==> src/rtl/dmem_dump_reader.sv <==
// Sweeps DMem after a run and streams each word to a valid/ready sink; first word valid 3 cycles after Start.
// Backpressure: issue stops once 2 words are buffered or in flight, so the 2-entry FIFO never overflows.
module dmem_dump_reader #(
   parameter int unsigned N_WORDS   = 32,
   parameter logic [31:0] BASE_ADDR = 32'h0000_0000,
   parameter logic [31:0] ADDR_STEP = 32'd4,
   parameter int unsigned IDX_W     = 5
) (
   input  logic             Clk,
   input  logic             Rst,
   input  logic             Start,
   output logic             Busy,
   output logic             Done,
   output logic             MemRead,
   output logic [31:0]      Address,
   input  logic [31:0]      ReadData,
   output logic             DumpValid,
   output logic [31:0]      DumpData,
   output logic [IDX_W-1:0] DumpIndex,
   input  logic             DumpReady
);

   typedef enum logic [1:0] {S_IDLE, S_RUN, S_FINISH} state_t;

   state_t           state_q, state_d;
   logic [31:0]      issue_cnt_q, issue_cnt_d;
   logic [31:0]      pop_cnt_q, pop_cnt_d;
   logic             inflight_q, inflight_d;
   logic [IDX_W-1:0] inflight_idx_q, inflight_idx_d;
   logic [31:0]      addr_q, addr_d;
   logic [31:0]      fifo_dat_q [2];
   logic [31:0]      fifo_dat_d [2];
   logic [IDX_W-1:0] fifo_idx_q [2];
   logic [IDX_W-1:0] fifo_idx_d [2];
   logic             rd_ptr_q, rd_ptr_d;
   logic             wr_ptr_q, wr_ptr_d;
   logic [1:0]       cnt_q, cnt_d;

   logic             issue;
   logic             push;
   logic             pop;
   logic [2:0]       occ;
   logic [31:0]      issue_addr;

   always_comb begin
      state_d        = state_q;
      issue_cnt_d    = issue_cnt_q;
      pop_cnt_d      = pop_cnt_q;
      inflight_d     = 1'b0;
      inflight_idx_d = inflight_idx_q;
      fifo_dat_d     = fifo_dat_q;
      fifo_idx_d     = fifo_idx_q;
      rd_ptr_d       = rd_ptr_q;
      wr_ptr_d       = wr_ptr_q;
      cnt_d          = cnt_q;

      DumpValid  = (cnt_q != 2'd0);
      DumpData   = fifo_dat_q[rd_ptr_q];
      DumpIndex  = fifo_idx_q[rd_ptr_q];
      pop        = DumpValid & DumpReady;
      push       = inflight_q;
      Busy       = (state_q == S_RUN);
      Done       = (state_q == S_FINISH);

      // Occupancy after this cycle's pop; issuing keeps buffered + in-flight at most 2.
      occ        = {1'b0, cnt_q} + {2'b00, inflight_q} - {2'b00, pop};
      issue_addr = BASE_ADDR + issue_cnt_q * ADDR_STEP;
      issue      = (state_q == S_RUN) && (issue_cnt_q < N_WORDS) && (occ < 3'd2);
      MemRead    = issue;
      Address    = issue ? issue_addr : addr_q;
      addr_d     = Address;

      if (issue) begin
         issue_cnt_d    = issue_cnt_q + 32'd1;
         inflight_d     = 1'b1;
         inflight_idx_d = issue_cnt_q[IDX_W-1:0];
      end

      if (push) begin
         fifo_dat_d[wr_ptr_q] = ReadData;
         fifo_idx_d[wr_ptr_q] = inflight_idx_q;
         wr_ptr_d             = ~wr_ptr_q;
      end
      if (pop) begin
         rd_ptr_d  = ~rd_ptr_q;
         pop_cnt_d = pop_cnt_q + 32'd1;
      end
      cnt_d = cnt_q + {1'b0, push} - {1'b0, pop};

      case (state_q)
         S_IDLE: begin
            if (Start) begin
               state_d     = S_RUN;
               issue_cnt_d = 32'd0;
               pop_cnt_d   = 32'd0;
            end
         end
         S_RUN: begin
            if (pop && (pop_cnt_q == N_WORDS - 1)) begin
               state_d = S_FINISH;
            end
         end
         S_FINISH: state_d = S_IDLE;
         default:  state_d = S_IDLE;
      endcase
   end

   always_ff @(posedge Clk) begin
      if (!Rst) begin
         state_q        <= S_IDLE;
         issue_cnt_q    <= 32'd0;
         pop_cnt_q      <= 32'd0;
         inflight_q     <= 1'b0;
         inflight_idx_q <= '0;
         addr_q         <= 32'd0;
         fifo_dat_q     <= '{default: '0};
         fifo_idx_q     <= '{default: '0};
         rd_ptr_q       <= 1'b0;
         wr_ptr_q       <= 1'b0;
         cnt_q          <= 2'd0;
      end else begin
         state_q        <= state_d;
         issue_cnt_q    <= issue_cnt_d;
         pop_cnt_q      <= pop_cnt_d;
         inflight_q     <= inflight_d;
         inflight_idx_q <= inflight_idx_d;
         addr_q         <= addr_d;
         fifo_dat_q     <= fifo_dat_d;
         fifo_idx_q     <= fifo_idx_d;
         rd_ptr_q       <= rd_ptr_d;
         wr_ptr_q       <= wr_ptr_d;
         cnt_q          <= cnt_d;
      end
   end

endmodule

==> config.mk <==
export PLATFORM = sky130hd
export DESIGN_NAME = dmem_dump_reader
export DESIGN_NICKNAME = d
export VERILOG_FILES = /design/src/rtl/dmem_dump_reader.sv
export SDC_FILE = /design/constraint.sdc
export NUM_CORES = 1
export LEC_CHECK = 0
export CAP_MARGIN = 0
export CORE_ASPECT_RATIO = 0.6
export CORE_MARGIN = 4
export CORE_UTILIZATION = 40
export CTS_CLUSTER_DIAMETER = 120
export CTS_CLUSTER_SIZE = 20
export DETAILED_ROUTE_END_ITERATION = 8
export PLACE_DENSITY = 0.62
export SLEW_MARGIN = 10
export SYNTH_ARGS = -nofsm -noshare
export SYNTH_HDL_FRONTEND = slang
export SYNTH_SLANG_ARGS = --single-unit
==> constraint.sdc <==
create_clock -name Clk -period 3.78 [get_ports Clk]
set_clock_uncertainty 0.1 [all_clocks]
set_input_delay 0.378 -clock Clk [delete_from_list [all_inputs] [get_ports Clk]]
set_output_delay 0.378 -clock Clk [all_outputs]
set_load 0.03 [all_outputs]
==> results of run 1 <==
layout make-up:
class / instances / area share [%]
Multi-Input combinational cell: 575 / 36.05
Clock buffer: 18 / 4.513
Timing Repair Buffer: 143 / 15.68
Sequential cell: 182 / 38.34
Inverter: 12 / 0.4737
Tap cell: 234 / 3.079
Clock inverter: 14 / 1.855
stage by stage:
step	hold WS [ns]	utilization, %	setup WS, ns	cells	area [um^2]
final	0.3527	54.48	-0.09881	1178	9509
after global routing	0.3701	54.48	-0.2525	1178	9509
after CTS	0.3556	53.34	-0.1109	1172	9309
after detailed placement	0.3448	49.10	-0.3979	1131	8569
after global placement	0.3396	49.10	-0.3722	1131	8569
after floorplan	0.3269	-	0.1795	825	7267
cell usage in the layout, fill, tap and decap left out, types with 4 or more instances in the layout:
| cell | instances |
|---|---|
| a21oi_1 | 96 |
| and2_1 | 35 |
| and2_4 | 21 |
| and3_1 | 34 |
| and4_1 | 5 |
| buf_4 | 28 |
| buf_6 | 30 |
| clkbuf_16 | 19 |
| clkdlybuf4s50_1 | 74 |
| dfxtp_1 | 180 |
| inv_1 | 11 |
| inv_8 | 4 |
| mux2_2 | 41 |
| mux2i_1 | 18 |
| nand2_1 | 190 |
| nand3_1 | 14 |
| nand4_1 | 7 |
| nor2_1 | 11 |
| nor3_1 | 4 |
| nor4_1 | 18 |
| o21ai_0 | 6 |
| o31ai_1 | 16 |
| or3_1 | 11 |
| or4_1 | 16 |
| xnor2_1 | 5 |
| xor2_1 | 4 |
report_power, final:
group / switching (mW) / internal (mW)
clock network: 0.858 / 0.957
logic: 0.650 / 0.664
registers: 0.104 / 1.99
total: 1.61 / 3.62
state kept, by name, indices dropped and copies added (netlist names):
register and cells:
fifo_dat_q 64, addr_q 32, issue_cnt_q 32, pop_cnt_q 32, fifo_idx_q 10, inflight_idx_q 5, cnt_q 2, state_q 2
inflight_q 1, rd_ptr_q 1, wr_ptr_q 1
per-layer routing:
metal,track usage (%),wire length [um],vias up
met2,22.77,6901,115
met1,26.87,9637,2703
met3,4.113,880,13
met4,4.498,138,0
li1,-,-,3046
met5,0,0,-
worst max-delay path: cells and delay by family (launching register included):
family | cells | cell delay, ns
DFF | 1 | 0.33
AOI/OAI and AO/OA | 1 | 0.20
muxes | 1 | 0.30
and+or+nand+nor | 3 | 0.77
adders and majority gates | 3 | 0.90
buffers and inverters | 4 | 0.46
final timing paths:
| check | to | slack (ns) |
|---|---|---|
| worst max-delay path | Address[3] | -0.1 |
| worst min-delay path | fifo_idx_q[0] | 0.35 |
| worst max register to register | issue_cnt_q[5] | 0.66 |
| worst min register to register | fifo_idx_q[0] | 0.35 |
cells by family after synthesis:
family	Yosys count	synth area share [%]
buffers and inverters	68	3.685
adders and majority gates	5	0.9642
DFF	182	50.14
xor gates and xnor gates	9	1.085
AOI/OAI and AO/OA	124	9.366
and+or+nand+nor	377	25.77
muxes	60	8.988
timing repair:
action	CTS	global route
resized for setup	129	118
buffers inserted	8	4
pin swaps	1	12
cloned	1	2
endpoints found under the setup margin	32	32
==> flow_summary.json, run 1 <==
{
  "dieWidth_um": 182.0,
  "wl_um": 17560,
  "gr-total-overflow": 0,
  "synth_top_area_share_pct": 50.14,
  "power.total_mw": 5.227,
  "seqCellArea_mm2": 0.003646,
  "antenna_left": 0,
  "fmaxAchievable_mhz": 257.8,
  "endpoint_kind": "output port",
  "synth_common_cells": "nand2_1, dfxtp_1, a21oi_1, and2_1, clkbuf_1",
  "cts_hold_buf": 0,
  "yosys-top-cells-area": "dfxtp_1, nand2_1, a21oi_1",
  "cp_max_fo": 7,
  "routedWlPerCell_um": 14.90,
  "numPortBuffers": 108,
  "syn_avg_cell_area_um2": 8.808,
  "dr.pass1.iters": 5,
  "antenna_found_initial": 0,
  "yosysMostFrequentCell": "nand2_1",
  "min_period_over_period_pct": 102.6,
  "nNetsFinal": 972,
  "cp.required_ns": 3.30,
  "drive_gt1_share_pct": 18.01,
  "slew_headroom_pct": 32.56,
  "ys_ff_latch": 182,
  "coreArea_mm2": 0.01745,
  "worst_pin_slew_ns": 1.012,
  "drv_slew": 0,
  "detailedPlacementHpwl_um": 10880,
  "rsz0062_at_grt": "yes",
  "gp_routability_congestion": 0.7357,
  "r2r_cells": 12,
  "cp_cell_sequence": "o21a_1 -> ha_1 -> inv_1 -> ha_2 -> fa_1 -> nor4_2 -> nand4_1 -> or3_4 -> buf_12 -> buf_12 -> mux2_4 -> buf_6",
  "diodes": 0,
  "whs_path_depth": 2,
  "path_common_cell": "buf_12",
  "hp-class": "reg -> reg",
  "drv_cap": 0,
  "fin_setup_tns_ns": -0.4931,
  "syn_area_mm2": 0.007267,
  "drt-initial-drc-count": 371,
  "initial_utilization_pct": 41.64,
  "cts_tree": "built",
  "p_leak_nw": 3.628,
  "drc": 0,
  "rows": 37,
  "grt_pass1_wl_um": 28690,
  "crit_path_start": "cnt_q[0]",
  "h-tree-depth": 4,
  "cp.arrival_ns": 3.40,
  "r2r-start": "cnt_q[0]",
  "synthArstFlopShare_pct": 0,
  "ioPinCount": 109,
  "groute.usage.overall_pct": 17.03,
  "setup_slack_ns": -0.09881,
  "violations": "negative setup slack",
  "synthCells": 825,
  "syn_to_final_growth_pct": 30.85,
  "crit_type": "reg -> out",
  "syn_nets": 866,
  "clock-sinks": 182,
  "cts.clk_slew.worst_paths_ns": 0.07,
  "critPathLaunchType": "register",
  "cts-root-buf": "clkbuf_16",
  "ir_drop_mv": 0.2829,
  "numCtsBuffers": 17,
  "status": "finished, violations left",
  "cts_buffer_depth": 2,
  "die_h_um": 112.4,
  "hold_viol": 0,
  "ys_seq_area_share_pct": 50.14,
  "synth_ff_type": "dfxtp_1",
  "synth_edf_count": 0,
  "vias_per_cell": 4.989,
  "fill_cells": 1550,
  "max_stage_delay_ns": 0.47,
  "grt_pass1_vias": 5461,
  "yosys_warnings": 0,
  "fin_crit_ns": 3.879,
  "insertion_delay_ns": 0.43,
  "hp-start": "fifo_idx_q[0]",
  "vias": 5877,
  "grt_start_max_net_pins": 76,
  "synth_top_area_cell": "dfxtp_1",
  "power.density_mw_per_mm2": 549.6,
  "setup_violations": 7,
  "critPathSlowestCell": "fa_1",
  "die_area_mm2": 0.02046,
  "yosysUniqueCellTypes": 35,
  "multiInputGateArea_mm2": 0.003428
}
Power figures use the tool's default switching activity.
==> run 2: changes to the inputs <==
HOLD_SLACK_MARGIN = 0.15   (was default)
MAX_ROUTING_LAYER = met4   (was default)
PLACE_DENSITY = 0.64   (was 0.62)
clock period = 3.4 ns   (was 3.78 ns; I/O delays follow)
==> flow_summary.json, run 2 (synthesized netlist as in run 1, its figures left out) <==
{
  "setup_violations": 32,
  "rsz0062_at_grt": "yes",
  "cts_buffer_depth": 2,
  "final_cells": 1188,
  "wl_um": 17910,
  "fin_crit_ns": 3.737,
  "final_area_mm2": 0.009617,
  "numPortBuffers": 108,
  "numCtsBuffers": 17,
  "power.density_mw_per_mm2": 611.9,
  "die_area_mm2": 0.02046,
  "nNetsFinal": 983,
  "ioPinCount": 109,
  "dieWidth_um": 182.0,
  "placed_cells": 1137,
  "grt_pass1_wl_um": 29390,
  "switching_share_pct": 31.13,
  "largest_register_ffs": 64,
  "p_seq_share_pct": 38.8,
  "clock-sinks": 182,
  "syn_to_final_growth_pct": 32.33,
  "fin_setup_tns_ns": -6.243,
  "endpoint_kind": "output port",
  "fin_util_pct": 55.10,
  "slew_headroom_pct": 45.45,
  "p_comb_share_pct": 29.1,
  "critPathLaunchType": "register",
  "setup_slack_ns": -0.3372,
  "crit_type": "reg -> out",
  "violations": "negative setup slack",
  "gp_routability_congestion": 0.7657,
  "internal-power_mw": 4.052,
  "top_register": "fifo_dat_q",
  "fmaxAchievable_mhz": 267.6,
  "p_leak_nw": 3.679,
  "drc": 0,
  "cts-root-buf": "clkbuf_16",
  "r2r-start": "cnt_q[1]",
  "ir_drop_mv": 0.4425,
  "grt_start_max_net_pins": 48,
  "rows": 37,
  "cts.clk_slew.worst_paths_ns": 0.07,
  "diodes": 0,
  "die_h_um": 112.4,
  "drv_slew": 0,
  "initial_utilization_pct": 41.64,
  "groute.usage.overall_pct": 17.92,
  "detailedPlacementHpwl_um": 10940,
  "min_period_over_period_pct": 109.9,
  "drive_gt1_share_pct": 19.92,
  "placed_cell_area_mm2": 0.008673,
  "dr.pass1.iters": 5,
  "hold_viol": 0,
  "status": "finished, violations left",
  "hp-start": "fifo_dat_q[51]",
  "insertion_delay_ns": 0.42,
  "routedWlPerCell_um": 15.08,
  "vias_per_cell": 4.949,
  "worst_pin_slew_ns": 0.8153,
  "pwr-share-clk_pct": 32.1,
  "antenna_left": 0,
  "gr-total-overflow": 0,
  "layout_commonest_cell": "nand2_1",
  "h-tree-depth": 4,
  "layout_common_cells": "nand2_1, dfxtp_1, a21oi_1",
  "vias": 5880,
  "cp.arrival_ns": 3.30,
  "coreArea_mm2": 0.01745,
  "cp.required_ns": 2.96,
  "hp-class": "reg -> reg",
  "drv_cap": 0,
  "crit_path_start": "cnt_q[1]",
  "p_sw_mw": 1.832,
  "grt_pass1_vias": 5647,
  "cts_tree": "built",
  "drt-initial-drc-count": 364,
  "antenna_found_initial": 0,
  "cp_max_fo": 6
}
run 2: timing repair:
action / 4_1_cts / 5_1_grt
pin swaps: 5 / 10
gates resized for setup: 214 / 22
setup buffers: 10 / 9
cloned: 5 / 0
hold buffers: 0 / 0
endpoints found under the setup margin: 33 / 34
run 2: metal layers:
layer	vias to the layer above	global-route usage, %	part of all wire (%)
li1	3056	-	-
met1	2695	28.08	56
met2	123	23.39	39
met3	6	4.048	4.4
met4	0	3.048	0.50
met5	-	-	0
run 2: path summary, 6_finish.rpt:
check                    to  slack, ns  cells past startpoint
max              Address[3]      -0.34                     12
min          fifo_dat_q[51]       0.35                      2
max reg2reg      addr_q[13]       0.29                     12
min reg2reg  fifo_dat_q[51]       0.35                      2
run 2: cell type report:
class	count	area (um^2)
flip-flops and latches	182	3646
multi-input cells	575	3456
clock buffers	17	425.4
inverters	12	45.04
clock inverters	14	136.4
well taps	234	292.8
fillers	1583	7836
repair buffers	154	1615
run 2: worst max-delay path, cell delays in order (launching register included):
cell and delay, ns:
dfxtp_1 0.31, o21a_1 0.20, ha_1 0.27, inv_1 0.04, ha_2 0.16, fa_1 0.46
nor4_2 0.14, nand4_1 0.16, or3_4 0.41, buf_12 0.15, buf_12 0.12, mux2_4 0.31
buf_6 0.14
run 2: per-stage QoR:
step | power [mW] | setup slack [ns] | hold slack (ns)
after detailed placement | 3.568 | -0.8098 | 0.3434
after global routing | 6.158 | -0.5338 | 0.3712
after floorplan | 3.065 | -0.01559 | 0.3269
after global placement | 3.556 | -0.7792 | 0.3392
after CTS | 5.892 | -0.4374 | 0.3550
final | 5.884 | -0.3372 | 0.3530
run 2: power by group through the flow:
| stage | logic (mW) | registers [mW] | clock network (mW) |
|---|---|---|---|
| 4_1_cts | 1.68 | 2.28 | 1.93 |
| 5_1_grt | 1.84 | 2.29 | 2.02 |
| 2_1_floorplan | 0.759 | 2.31 | 0 |
| 3_3_place_gp | 1.23 | 2.33 | 0 |
| 6_report | 1.71 | 2.28 | 1.89 |
| 3_5_place_dp | 1.24 | 2.33 | 0 |
